### src/rtl/seg7_multi_driver.sv
// Multi-digit seven-segment driver: sequential double-dabble binary-to-BCD conversion
// (one bit per clock) feeding registered BCD and active-low segment outputs.
module seg7_multi_driver #(
    parameter int unsigned WIDTH    = 16,
    parameter int unsigned DIGITS   = 5,
    parameter bit          BLANK_LZ = 1'b1
) (
    input  logic                  clk,
    input  logic                  rst,
    input  logic                  start,
    input  logic [WIDTH-1:0]      bin,
    output logic                  busy,
    output logic                  done,
    output logic                  ovf,
    output logic [4*DIGITS-1:0]   bcd,
    output logic [7*DIGITS-1:0]   seg
);

    localparam int unsigned AccW = 4 * DIGITS;
    localparam int unsigned SegW = 7 * DIGITS;
    localparam int unsigned CntW = $clog2(WIDTH + 1);
    localparam int unsigned CmpW = (WIDTH > 32) ? WIDTH : 32;

    localparam logic [6:0] SegBlank = 7'b1111111;
    localparam logic [6:0] SegDash  = 7'b0111111;
    localparam logic [6:0] SegZero  = 7'b1000000;

    function automatic logic [31:0] max_value(input int unsigned n);
        logic [31:0] v;
        v = 32'd1;
        for (int unsigned i = 0; i < n; i++) begin
            v = v * 32'd10;
        end
        return v - 32'd1;
    endfunction

    function automatic logic [6:0] seg_of(input logic [3:0] d);
        logic [6:0] s;
        case (d)
            4'd0:    s = 7'b1000000;
            4'd1:    s = 7'b1111001;
            4'd2:    s = 7'b0100100;
            4'd3:    s = 7'b0110000;
            4'd4:    s = 7'b0011001;
            4'd5:    s = 7'b0010010;
            4'd6:    s = 7'b0000010;
            4'd7:    s = 7'b1111000;
            4'd8:    s = 7'b0000000;
            4'd9:    s = 7'b0011000;
            default: s = SegBlank;
        endcase
        return s;
    endfunction

    function automatic logic [SegW-1:0] seg_reset();
        logic [SegW-1:0] s;
        for (int k = 0; k < int'(DIGITS); k++) begin
            s[7*k +: 7] = (k == 0 || !BLANK_LZ) ? SegZero : SegBlank;
        end
        return s;
    endfunction

    localparam logic [CmpW-1:0] MaxValExt = CmpW'(max_value(DIGITS));
    localparam logic [SegW-1:0] SegReset  = seg_reset();

    typedef enum logic [0:0] {StIdle, StConv} state_e;

    state_e            state_q, state_d;
    logic [WIDTH-1:0]  shift_q, shift_d;
    logic [AccW-1:0]   acc_q, acc_d;
    logic [CntW-1:0]   cnt_q, cnt_d;
    logic              ovf_next_q, ovf_next_d;

    logic [AccW-1:0]   bcd_q;
    logic [SegW-1:0]   seg_q, seg_next;
    logic              ovf_q, done_q;

    logic              accept, last, iterate;
    logic [AccW-1:0]   adj;
    logic              lead;
    logic [3:0]        digit;

    // State register
    always_ff @(posedge clk or posedge rst) begin
        if (rst) begin
            state_q <= StIdle;
        end else begin
            state_q <= state_d;
        end
    end

    // Next-state logic
    always_comb begin
        state_d = state_q;
        unique case (state_q)
            StIdle:  if (start) state_d = StConv;
            StConv:  if (last)  state_d = StIdle;
            default: state_d = StIdle;
        endcase
    end

    // FSM-decoded controls
    always_comb begin
        busy    = (state_q == StConv);
        accept  = (state_q == StIdle) && start;
        last    = (state_q == StConv) && (cnt_q == CntW'(WIDTH));
        iterate = (state_q == StConv) && !last;
    end

    // Double-dabble datapath: WIDTH iterations, then one cycle to publish the result.
    always_comb begin
        shift_d    = shift_q;
        acc_d      = acc_q;
        cnt_d      = cnt_q;
        ovf_next_d = ovf_next_q;
        adj        = acc_q;
        for (int k = 0; k < int'(DIGITS); k++) begin
            if (adj[4*k +: 4] >= 4'd5) begin
                adj[4*k +: 4] = adj[4*k +: 4] + 4'd3;
            end
        end
        if (accept) begin
            shift_d    = bin;
            acc_d      = '0;
            cnt_d      = '0;
            ovf_next_d = (CmpW'(bin) > MaxValExt);
        end else if (iterate) begin
            // Top accumulator bit falls off; overflow flag covers that case.
            {acc_d, shift_d} = {adj, shift_q} << 1;
            cnt_d            = cnt_q + 1'b1;
        end
    end

    always_ff @(posedge clk or posedge rst) begin
        if (rst) begin
            shift_q    <= '0;
            acc_q      <= '0;
            cnt_q      <= '0;
            ovf_next_q <= 1'b0;
        end else begin
            shift_q    <= shift_d;
            acc_q      <= acc_d;
            cnt_q      <= cnt_d;
            ovf_next_q <= ovf_next_d;
        end
    end

    // Segment image of the finished accumulator, scanning from the top digit down.
    always_comb begin
        seg_next = '0;
        lead     = 1'b1;
        digit    = '0;
        for (int k = int'(DIGITS) - 1; k >= 0; k--) begin
            digit = acc_q[4*k +: 4];
            if (digit != 4'd0) lead = 1'b0;
            if (ovf_next_q) begin
                seg_next[7*k +: 7] = SegDash;
            end else if (BLANK_LZ && lead && k != 0) begin
                seg_next[7*k +: 7] = SegBlank;
            end else begin
                seg_next[7*k +: 7] = seg_of(digit);
            end
        end
    end

    always_ff @(posedge clk or posedge rst) begin
        if (rst) begin
            bcd_q  <= '0;
            seg_q  <= SegReset;
            ovf_q  <= 1'b0;
            done_q <= 1'b0;
        end else begin
            done_q <= last;
            if (last) begin
                bcd_q <= acc_q;
                seg_q <= seg_next;
                ovf_q <= ovf_next_q;
            end
        end
    end

    // Output logic
    always_comb begin
        done = done_q;
        ovf  = ovf_q;
        bcd  = bcd_q;
        seg  = seg_q;
    end

endmodule
### config.mk
export PLATFORM = sky130hd
export DESIGN_NAME = seg7_multi_driver
export DESIGN_NICKNAME = d
export VERILOG_FILES = /design/src/rtl/seg7_multi_driver.sv
export SDC_FILE = /design/constraint.sdc
export NUM_CORES = 1
export LEC_CHECK = 0
export ABC_AREA = 1
export CORE_MARGIN = 2
export CORE_UTILIZATION = 59
export DETAILED_ROUTE_END_ITERATION = 8
export GPL_TIMING_DRIVEN = 1
export PLACE_DENSITY = 0.93
export SYNTH_ARGS = -nofsm -noshare
export SYNTH_HDL_FRONTEND = slang
export SYNTH_SLANG_ARGS = --single-unit
### constraint.sdc
create_clock -name clk -period 7.45 [get_ports clk]
set_input_delay 1.49 -clock clk [delete_from_list [all_inputs] [get_ports clk]]
set_output_delay 1.49 -clock clk [all_outputs]
set_load 0.02 [all_outputs]
==> impl_results.html, run 1 <==
<table>
<tr><th>Metric</th><th>Value</th></tr>
<tr><th colspan="2">GRT</th></tr>
<tr><td>GR met2 Demand/Resource</td><td>between 40% and 50%</td></tr>
<tr><td>Overall overflow remaining after global route</td><td>0</td></tr>
<tr><td>Global routing's busiest layer</td><td>met2</td></tr>
<tr><td>GR Util met3</td><td>under 10%</td></tr>
<tr><td>Overall fraction of global-route tracks in use</td><td>roughly 25%</td></tr>
<tr><td>Global-route wire length before repair</td><td>19.9 mm</td></tr>
<tr><td>Via count of the first global-routing pass</td><td>4270</td></tr>
<tr><td>Number of antenna violations at the first check in global routing</td><td>0</td></tr>
<tr><td>Met1 layer usage reported by global route</td><td>32.3%</td></tr>
<tr><td>Largest net degree at the start of global routing</td><td>just over 80</td></tr>
<tr><th colspan="2">Synthesis</th></tr>
<tr><td>Largest area contributor in the synthesized netlist</td><td>sky130_fd_sc_hd__dfrtp_1</td></tr>
<tr><td>Top cell type's share of synthesized area</td><td>about 33%</td></tr>
<tr><td>Number of synthesized flops with an enable pin</td><td>0</td></tr>
<tr><td>Leading post-synthesis cells by cell area</td><td>sky130_fd_sc_hd__dfrtp_1, sky130_fd_sc_hd__nand2_1, sky130_fd_sc_hd__dfstp_2</td></tr>
<tr><td>Synth warn</td><td>0</td></tr>
<tr><td>Portion of the post-synthesis area used by sequential elements</td><td>between 40% and 50%</td></tr>
<tr><td>Post-synthesis instance total</td><td>approximately 640</td></tr>
<tr><td>Average footprint of a synthesized cell</td><td>between 8 and 9 sq um</td></tr>
<tr><td>Post-synthesis net count</td><td>691</td></tr>
<tr><td>Register bit count reported by yosys</td><td>98</td></tr>
<tr><td>Synthesized cell area</td><td>between 5000 and 6000 sq um</td></tr>
<tr><td>Async SR Flop Fraction</td><td>between 90% and 100%</td></tr>
<tr><td>Dominant register cell in the synthesized netlist</td><td>sky130_fd_sc_hd__dfrtp_1</td></tr>
<tr><td>Number of distinct library cells after synthesis</td><td>31</td></tr>
<tr><th colspan="2">Pwr</th></tr>
<tr><td>Power per standard cell area</td><td>approximately 490 nW/um^2</td></tr>
<tr><td>Peak supply drop</td><td>0.210 mV</td></tr>
<tr><td>Static leakage</td><td>about 3.1 nW</td></tr>
<tr><th colspan="2">Timing</th></tr>
<tr><td>Sum of negative setup slack</td><td>0 ns</td></tr>
<tr><td>Headroom to the max-slew limit</td><td>between 40% and 50%</td></tr>
<tr><td>Final Setup Violations</td><td>0</td></tr>
<tr><td>Final Slew Violations</td><td>0</td></tr>
<tr><td>Final count of hold timing violations</td><td>0</td></tr>
<tr><td>Unrepaired setup endpoints after global routing</td><td>false</td></tr>
<tr><td>Final Skew</td><td>around 0.01 ns</td></tr>
<tr><td>Final Cycle Share</td><td>roughly two fifths</td></tr>
<tr><td>Final WS setup</td><td>between 4 and 5 ns</td></tr>
<tr><td>Crit path time final</td><td>3.03 ns</td></tr>
<tr><td>FMAX</td><td>330 MHz</td></tr>
<tr><td>Worst Tran Pin Value</td><td>just over 0.8 ns</td></tr>
<tr><th colspan="2">Placed design</th></tr>
<tr><td>Dpl hpwl</td><td>just under 8 mm</td></tr>
<tr><td>Post-placement worst setup slack</td><td>between 4 and 5 ns</td></tr>
<tr><td>GP Congestion</td><td>between 0.8 and 0.9</td></tr>
<tr><td>Count of input and output buffers</td><td>75</td></tr>
<tr><th colspan="2">Routing</th></tr>
<tr><td>Routed wire per std cell</td><td>13.9 um</td></tr>
<tr><td>Count of antenna-violating nets left after detailed routing</td><td>0</td></tr>
<tr><td>Violation count after the first detailed-route iteration</td><td>256</td></tr>
<tr><td>Post-route DRC violation count</td><td>0</td></tr>
<tr><td>Detailed-route vias per instance</td><td>approximately 5.5</td></tr>
<tr><td>Routed wire length</td><td>around 11 mm</td></tr>
<tr><td>Total vias in the final route</td><td>~4500</td></tr>
<tr><td>First-pass iteration count of the detailed router</td><td>5</td></tr>
<tr><th colspan="2">CTS</th></tr>
<tr><td>Count of clock tree sinks</td><td>98</td></tr>
<tr><td>Clock H-tree levels</td><td>3</td></tr>
<tr><td>CTS tree</td><td>yes</td></tr>
<tr><td>Number of buffers inserted for hold repair after clock tree synthesis</td><td>0</td></tr>
<tr><td>CTS Buffer Depth</td><td>2</td></tr>
<tr><td>Setup repair bufs after CTS</td><td>0</td></tr>
<tr><td>TritonCTS buffer count</td><td>9</td></tr>
<tr><td>Clock latency on the worst-skew pair</td><td>around 0.37 ns</td></tr>
<tr><td>PostCTS Resize Cnt</td><td>0</td></tr>
<tr><td>Buffer type at the clock tree root</td><td>sky130_fd_sc_hd__clkbuf_8</td></tr>
<tr><td>Clock-pin slew on the worst setup and hold paths</td><td>0.09 ns</td></tr>
<tr><th colspan="2">Setup path</th></tr>
<tr><td>Crit-path cells</td><td>clkdlybuf4s50_1</td></tr>
<tr><td>Worst-path cell with the longest stage delay</td><td>sky130_fd_sc_hd__clkdlybuf4s50_1</td></tr>
<tr><td>Worst path bufs/invs</td><td>1</td></tr>
<tr><td>Category of cells accounting for the largest share of critical-path delay</td><td>buffers and inverters</td></tr>
<tr><td>Required time reported for the critical path endpoint</td><td>between 5 and 6 ns</td></tr>
<tr><td>CP Data Arrival Time</td><td>1.54 ns</td></tr>
<tr><td>Type of origin of the critical path</td><td>flip-flop</td></tr>
<tr><td>Crit end category</td><td>output pin</td></tr>
<tr><td>Biggest cell delay along the critical path</td><td>0.67 ns</td></tr>
<tr><td>Critical path fanouts, max</td><td>6</td></tr>
<tr><td>Critical setup path kind</td><td>flip-flop to output pin</td></tr>
<tr><th colspan="2">Final layout</th></tr>
<tr><td>Share of post-route cells with drive strength above 1</td><td>about a tenth</td></tr>
<tr><td>Antenna diodes</td><td>0</td></tr>
<tr><td>Number of nets in the layout</td><td>around 760</td></tr>
<tr><td>Growth of design area from synthesis to finish</td><td>19.6%</td></tr>
<tr><th colspan="2">Worst hold path</th></tr>
<tr><td>Path category of the worst min-delay check</td><td>flip-flop to flip-flop</td></tr>
<tr><th colspan="2">Status</th></tr>
<tr><td>Result of the run</td><td>complete, no violations</td></tr>
<tr><th colspan="2">Floorplanning</th></tr>
<tr><td>Starting density of the core</td><td>60.1%</td></tr>
<tr><td>Die outline area</td><td>~9600 sq um</td></tr>
<tr><td>Chip Width</td><td>97.8 um</td></tr>
<tr><td>Ports</td><td>77</td></tr>
<tr><td>FP Rows</td><td>34</td></tr>
<tr><td>Standard cell core area</td><td>between 8000 and 9000 sq um</td></tr>
<tr><td>Die Y</td><td>a little under 100 um</td></tr>
<tr><th colspan="2">Job</th></tr>
<tr><td>Max-cap violation count</td><td>0</td></tr>
</table>
cells in the mapped netlist (4+ instances only):
cell type                    n
sky130_fd_sc_hd__a21boi_1    8
sky130_fd_sc_hd__a21oi_1    17
sky130_fd_sc_hd__buf_2       7
sky130_fd_sc_hd__buf_6       7
sky130_fd_sc_hd__clkbuf_1    5
sky130_fd_sc_hd__dfrtp_1    69
sky130_fd_sc_hd__dfstp_2    29
sky130_fd_sc_hd__ha_1       30
sky130_fd_sc_hd__inv_1      57
sky130_fd_sc_hd__inv_2       4
sky130_fd_sc_hd__nand2_1   227
sky130_fd_sc_hd__nand2_2     4
sky130_fd_sc_hd__nand3_1    52
sky130_fd_sc_hd__nor2_1     28
sky130_fd_sc_hd__nor2_2      5
sky130_fd_sc_hd__o21ai_0    56
sky130_fd_sc_hd__o21ai_1    14
layout by cell type, fill, tap and decap left out, types with 2 or more instances in the layout:
cell	synthesis	layout
sky130_fd_sc_hd__inv_2	4	4
sky130_fd_sc_hd__a2bb2oi_1	2	2
sky130_fd_sc_hd__dfrtp_1	69	69
sky130_fd_sc_hd__nor2_2	5	6
sky130_fd_sc_hd__xor2_1	2	2
sky130_fd_sc_hd__o21ai_0	56	56
sky130_fd_sc_hd__ha_1	30	30
sky130_fd_sc_hd__clkdlybuf4s50_1	0	75
sky130_fd_sc_hd__bufinv_16	0	4
sky130_fd_sc_hd__inv_1	57	56
sky130_fd_sc_hd__a21oi_1	17	17
sky130_fd_sc_hd__dfstp_2	29	29
sky130_fd_sc_hd__clkbuf_8	0	9
sky130_fd_sc_hd__or2_2	3	3
sky130_fd_sc_hd__nand2_2	4	4
sky130_fd_sc_hd__buf_4	3	2
sky130_fd_sc_hd__nand3_4	2	2
sky130_fd_sc_hd__a21boi_1	8	8
sky130_fd_sc_hd__nor2_1	28	27
sky130_fd_sc_hd__clkinv_2	0	2
sky130_fd_sc_hd__o21a_1	3	3
sky130_fd_sc_hd__nand2_1	227	227
sky130_fd_sc_hd__o21ai_1	14	14
sky130_fd_sc_hd__nand3_1	52	52
per-layer routing:
layer | wire (um) | part of all wire (%)
met2 | 5930 | 52
met3 | 491 | 4.3
met1 | 4790 | 42
met5 | 0 | 0
met4 | 210 | 1.8
registers in the layout (all words and copies together) (netlist names):
signal	flops
seg	35
done	1
acc_q	20
cnt_q	5
busy	1
shift_q	16
bcd	20
report_power, final:
part           internal, W  switching [W]
clock network     0.000257       0.000185
logic             0.000620       0.000931
registers         0.000835       0.000213
total              0.00171        0.00133
worst min-delay path: stages (launching register included):
cell,delay (ns)
sky130_fd_sc_hd__dfstp_2,0.38
sky130_fd_sc_hd__nand2_1,0.05
sky130_fd_sc_hd__nand2_1,0.05
cells by family after synthesis:
logic type               after synthesis  synth area share [%]
flip-flops                            98                  48.0
XOR/XNOR                               2                 0.338
other                                  1                0.0723
buffers and inverters                 84                  7.53
AO/OA/AOI/OAI                        103                  10.8
adder cells (fa/ha/maj)               30                  7.24
AND/OR/NAND/NOR                      324                  26.0
path summary, 6_finish.rpt:
| check | startpoint | endpoint | slack, ns | cells past startpoint |
|---|---|---|---|---|
| max reg2reg | cnt_q[0] | seg[21] | 4.90 | 8 |
| max | busy | busy | 4.42 | 1 |
| min in group asynchronous | rst | bcd[2] | 1.51 | 2 |
| min reg2reg | seg[19] | seg[19] | 0.47 | 2 |
| min | seg[19] | seg[19] | 0.47 | 2 |
| max in group asynchronous | rst | shift_q[0] | 4.79 | 3 |
cell type report:
class	instances	area, sq um
inverters	62	236
clock buffers	9	124
fillers	613	2430
clock inverters	7	141
multi-input cells	460	2310
repair buffers	77	766
flip-flops and latches	98	2490
well taps	108	135
per-stage QoR:
step	power, W	std cells	area, sq um	hold WS [ns]	util, %
after global placement	0.00249	805	5940	0.455	68.7
after CTS	0.00303	821	6200	0.475	71.8
after global routing	0.00329	821	6200	0.507	71.8
after floorplan	0.00208	642	5190	0.442	-
after detailed placement	0.00257	805	5940	0.459	68.7
final	0.00304	821	6200	0.472	71.8
Power figures use the tool's default switching activity.
==> run 2, diff against run 1 <==
--- a/config.mk
+++ b/config.mk
@@ -7,10 +7,10 @@
 export LEC_CHECK = 0
 export ABC_AREA = 1
 export CORE_MARGIN = 2
-export CORE_UTILIZATION = 59
+export CORE_UTILIZATION = 49
 export DETAILED_ROUTE_END_ITERATION = 8
 export GPL_TIMING_DRIVEN = 1
-export PLACE_DENSITY = 0.93
+export PLACE_DENSITY = 0.83
 export SYNTH_ARGS = -nofsm -noshare
 export SYNTH_HDL_FRONTEND = slang
 export SYNTH_SLANG_ARGS = --single-unit
==> constraint.sdc (replaced) <==
create_clock -name clk -period 2.5 [get_ports clk]
set_input_delay 0.5 -clock clk [delete_from_list [all_inputs] [get_ports clk]]
set_output_delay 0.5 -clock clk [all_outputs]
set_load 0.02 [all_outputs]
==> run 2 against run 1 <==
Against the previous run:
- sequential share of layout area down 0.057 points
- via count fell by 1.6%
- flip-flop and latch count unchanged
- largest cell class unchanged
- power grew to 2.9 times the previous value
- critical path depth is the same
- hold slack better by 0.00050 ns
- global-route usage shrank 4.4 points
- cell area increased by 0.14%
- critical path type unchanged
==> impl_results.html, run 2 (synthesis results as in run 1) <==
<table>
<tr><th>Metric</th><th>Value</th></tr>
<tr><th colspan="2">Setup path</th></tr>
<tr><td>Biggest cell delay along the critical path</td><td>0.68 ns (about the same)</td></tr>
<tr><td>CP Data Arrival Time</td><td>1.60 ns (+0.06 ns)</td></tr>
<tr><td>Category of cells accounting for the largest share of critical-path delay</td><td>buffers and inverters</td></tr>
<tr><td>Critical setup path kind</td><td>flip-flop to output pin</td></tr>
<tr><td>Crit end category</td><td>output pin</td></tr>
<tr><td>Worst-path cell with the longest stage delay</td><td>sky130_fd_sc_hd__clkdlybuf4s50_1</td></tr>
<tr><td>Type of origin of the critical path</td><td>flip-flop</td></tr>
<tr><td>Required time reported for the critical path endpoint</td><td>2.00 ns (-3.96 ns)</td></tr>
<tr><td>Worst path bufs/invs</td><td>1 (unchanged)</td></tr>
<tr><td>Crit-path cells</td><td>clkdlybuf4s50_1</td></tr>
<tr><td>Critical path fanouts, max</td><td>6 (unchanged)</td></tr>
<tr><th colspan="2">Placed design</th></tr>
<tr><td>GP Congestion</td><td>0.945 (+5.5%)</td></tr>
<tr><td>Count of input and output buffers</td><td>75 (unchanged)</td></tr>
<tr><td>Post-placement worst setup slack</td><td>0.639 ns (-3.69 ns)</td></tr>
<tr><td>Dpl hpwl</td><td>8.03 mm (+1.7%)</td></tr>
<tr><th colspan="2">CTS</th></tr>
<tr><td>Setup repair bufs after CTS</td><td>0 (unchanged)</td></tr>
<tr><td>Buffer type at the clock tree root</td><td>sky130_fd_sc_hd__clkbuf_8</td></tr>
<tr><td>Number of buffers inserted for hold repair after clock tree synthesis</td><td>0 (unchanged)</td></tr>
<tr><td>TritonCTS buffer count</td><td>9 (unchanged)</td></tr>
<tr><td>Clock H-tree levels</td><td>3 (unchanged)</td></tr>
<tr><td>CTS Buffer Depth</td><td>2 (unchanged)</td></tr>
<tr><td>Clock-pin slew on the worst setup and hold paths</td><td>0.10 ns (about the same)</td></tr>
<tr><td>Clock latency on the worst-skew pair</td><td>0.39 ns (+0.02 ns)</td></tr>
<tr><td>Count of clock tree sinks</td><td>98 (unchanged)</td></tr>
<tr><td>PostCTS Resize Cnt</td><td>0 (unchanged)</td></tr>
<tr><td>CTS tree</td><td>yes</td></tr>
<tr><th colspan="2">Routing</th></tr>
<tr><td>Routed wire length</td><td>11.3 mm (-0.74%)</td></tr>
<tr><td>First-pass iteration count of the detailed router</td><td>6 (+1)</td></tr>
<tr><td>Routed wire per std cell</td><td>13.3 um (-4.2%)</td></tr>
<tr><td>Detailed-route vias per instance</td><td>5.18 (-5.1%)</td></tr>
<tr><td>Post-route DRC violation count</td><td>0 (unchanged)</td></tr>
<tr><td>Violation count after the first detailed-route iteration</td><td>222 (-13%)</td></tr>
<tr><td>Total vias in the final route</td><td>4411 (-1.6%)</td></tr>
<tr><td>Count of antenna-violating nets left after detailed routing</td><td>0 (unchanged)</td></tr>
<tr><th colspan="2">GRT</th></tr>
<tr><td>Via count of the first global-routing pass</td><td>4276 (+0.14%)</td></tr>
<tr><td>Overall overflow remaining after global route</td><td>0 (unchanged)</td></tr>
<tr><td>Overall fraction of global-route tracks in use</td><td>21.1% (-4.4 points)</td></tr>
<tr><td>Global-route wire length before repair</td><td>19.4 mm (-2.6%)</td></tr>
<tr><td>Largest net degree at the start of global routing</td><td>99 (+22%)</td></tr>
<tr><td>Number of antenna violations at the first check in global routing</td><td>0 (unchanged)</td></tr>
<tr><th colspan="2">Floorplanning</th></tr>
<tr><td>Chip Width</td><td>107 um (+9.3%)</td></tr>
<tr><td>Ports</td><td>77 (unchanged)</td></tr>
<tr><td>Standard cell core area</td><td>10300 sq um (+20%)</td></tr>
<tr><td>FP Rows</td><td>37 (+8.8%)</td></tr>
<tr><td>Die outline area</td><td>11400 sq um (+20%)</td></tr>
<tr><td>Die Y</td><td>107 um (+9.3%)</td></tr>
<tr><td>Starting density of the core</td><td>50.2% (-9.8 points)</td></tr>
<tr><th colspan="2">Timing</th></tr>
<tr><td>Final Skew</td><td>0.0132 ns (+0.00309 ns)</td></tr>
<tr><td>Final count of hold timing violations</td><td>0 (unchanged)</td></tr>
<tr><td>Final Setup Violations</td><td>0 (unchanged)</td></tr>
<tr><td>Final Slew Violations</td><td>0 (unchanged)</td></tr>
<tr><td>Final Cycle Share</td><td>a little over four fifths</td></tr>
<tr><td>Unrepaired setup endpoints after global routing</td><td>false</td></tr>
<tr><td>FMAX</td><td>477 MHz</td></tr>
<tr><td>Final WS setup</td><td>0.403 ns (-4.02 ns)</td></tr>
<tr><td>Crit path time final</td><td>approximately 2.1 ns</td></tr>
<tr><td>Sum of negative setup slack</td><td>0 ns (unchanged)</td></tr>
<tr><th colspan="2">Final layout</th></tr>
<tr><td>Antenna diodes</td><td>0 (unchanged)</td></tr>
<tr><td>Growth of design area from synthesis to finish</td><td>19.7%</td></tr>
<tr><td>Number of nets in the layout</td><td>759 (+0.26%)</td></tr>
<tr><td>Post-route core utilization</td><td>60.2% (-12 points)</td></tr>
<tr><td>Most common cell after layout, fill and taps aside</td><td>sky130_fd_sc_hd__nand2_1</td></tr>
<tr><td>Layout fillers</td><td>884 (+44%)</td></tr>
<tr><td>Share of post-route cells with drive strength above 1</td><td>10.1% (+0.25 points)</td></tr>
<tr><td>Max FFs per register</td><td>35 (unchanged)</td></tr>
<tr><td>Highest-count cells in the layout ignoring fill and taps</td><td>sky130_fd_sc_hd__nand2_1, sky130_fd_sc_hd__clkdlybuf4s50_1, sky130_fd_sc_hd__dfrtp_1, sky130_fd_sc_hd__inv_1, sky130_fd_sc_hd__o21ai_0</td></tr>
<tr><th colspan="2">Worst hold path</th></tr>
<tr><td>Path category of the worst min-delay check</td><td>flip-flop to flip-flop</td></tr>
<tr><th colspan="2">Pwr</th></tr>
<tr><td>Peak supply drop</td><td>0.671 mV (+220%)</td></tr>
<tr><td>Static leakage</td><td>3.04 nW (-0.66%)</td></tr>
<tr><td>Power per standard cell area</td><td>1420 nW/um^2 (+190%)</td></tr>
<tr><th colspan="2">Status</th></tr>
<tr><td>Result of the run</td><td>complete, no violations</td></tr>
<tr><th colspan="2">Job</th></tr>
<tr><td>Max-cap violation count</td><td>0 (unchanged)</td></tr>
</table>
[run 2: through the flow]
step / hold WS [ns] / instance area, sq um / std cells / total power, W
4_1_cts: 0.478 / 6210 / 851 / 0.00881
3_5_place_dp: 0.463 / 6000 / 835 / 0.00769
3_3_place_gp: 0.456 / 6000 / 835 / 0.00748
5_1_grt: 0.501 / 6210 / 851 / 0.00956
6_report: 0.473 / 6210 / 851 / 0.00880
2_1_floorplan: 0.442 / 5190 / 642 / 0.00618
[run 2: metal layers]
layer  global-route usage [%]  vias to the layer above  wire length, um
met2                     35.7                      128             5600
met4                     8.81                        0              200
met1                     27.2                     2100             5030
met5                        0                        -                0
li1                         -                     2165                -
met3                     2.98                       18              508
[run 2: final timing paths]
kind / start / endpoint / slack, ns / cells past startpoint
max in group asynchronous: rst / seg[6] / 1.50 / 3
hold reg to reg: seg[26] / seg[26] / 0.47 / 2
hold / removal: seg[26] / seg[26] / 0.47 / 2
setup reg to reg: cnt_q[0] / acc_q[4] / 0.66 / 10
min in group asynchronous: rst / shift_q[1] / 0.59 / 3
setup / recovery: busy / busy / 0.40 / 1
[run 2: final cells by class]
type                            instances  area, sq um  area share [%]
Clock buffer                           10          138            2.22
Sequential cell                        98         2490            40.1
Multi-Input combinational cell        460         2310            37.2
Clock inverter                          6         71.3            1.15
Timing Repair Buffer                   79          793            12.8
Inverter                               62          239            3.85
Tap cell                              136          170            2.74
[run 2: tightest hold or removal path, cell delays in order (launching register included)]
cell                      delay [ns]
sky130_fd_sc_hd__dfstp_2        0.38
sky130_fd_sc_hd__nand2_1        0.05
sky130_fd_sc_hd__nand2_1        0.05
[run 2: report_power, final]
group | internal, W | leakage, nW | switching, W
registers | 0.00249 | 1.16 | 0.000613
logic | 0.00186 | 1.78 | 0.00275
clock network | 0.000500 | 0.0999 | 0.000594
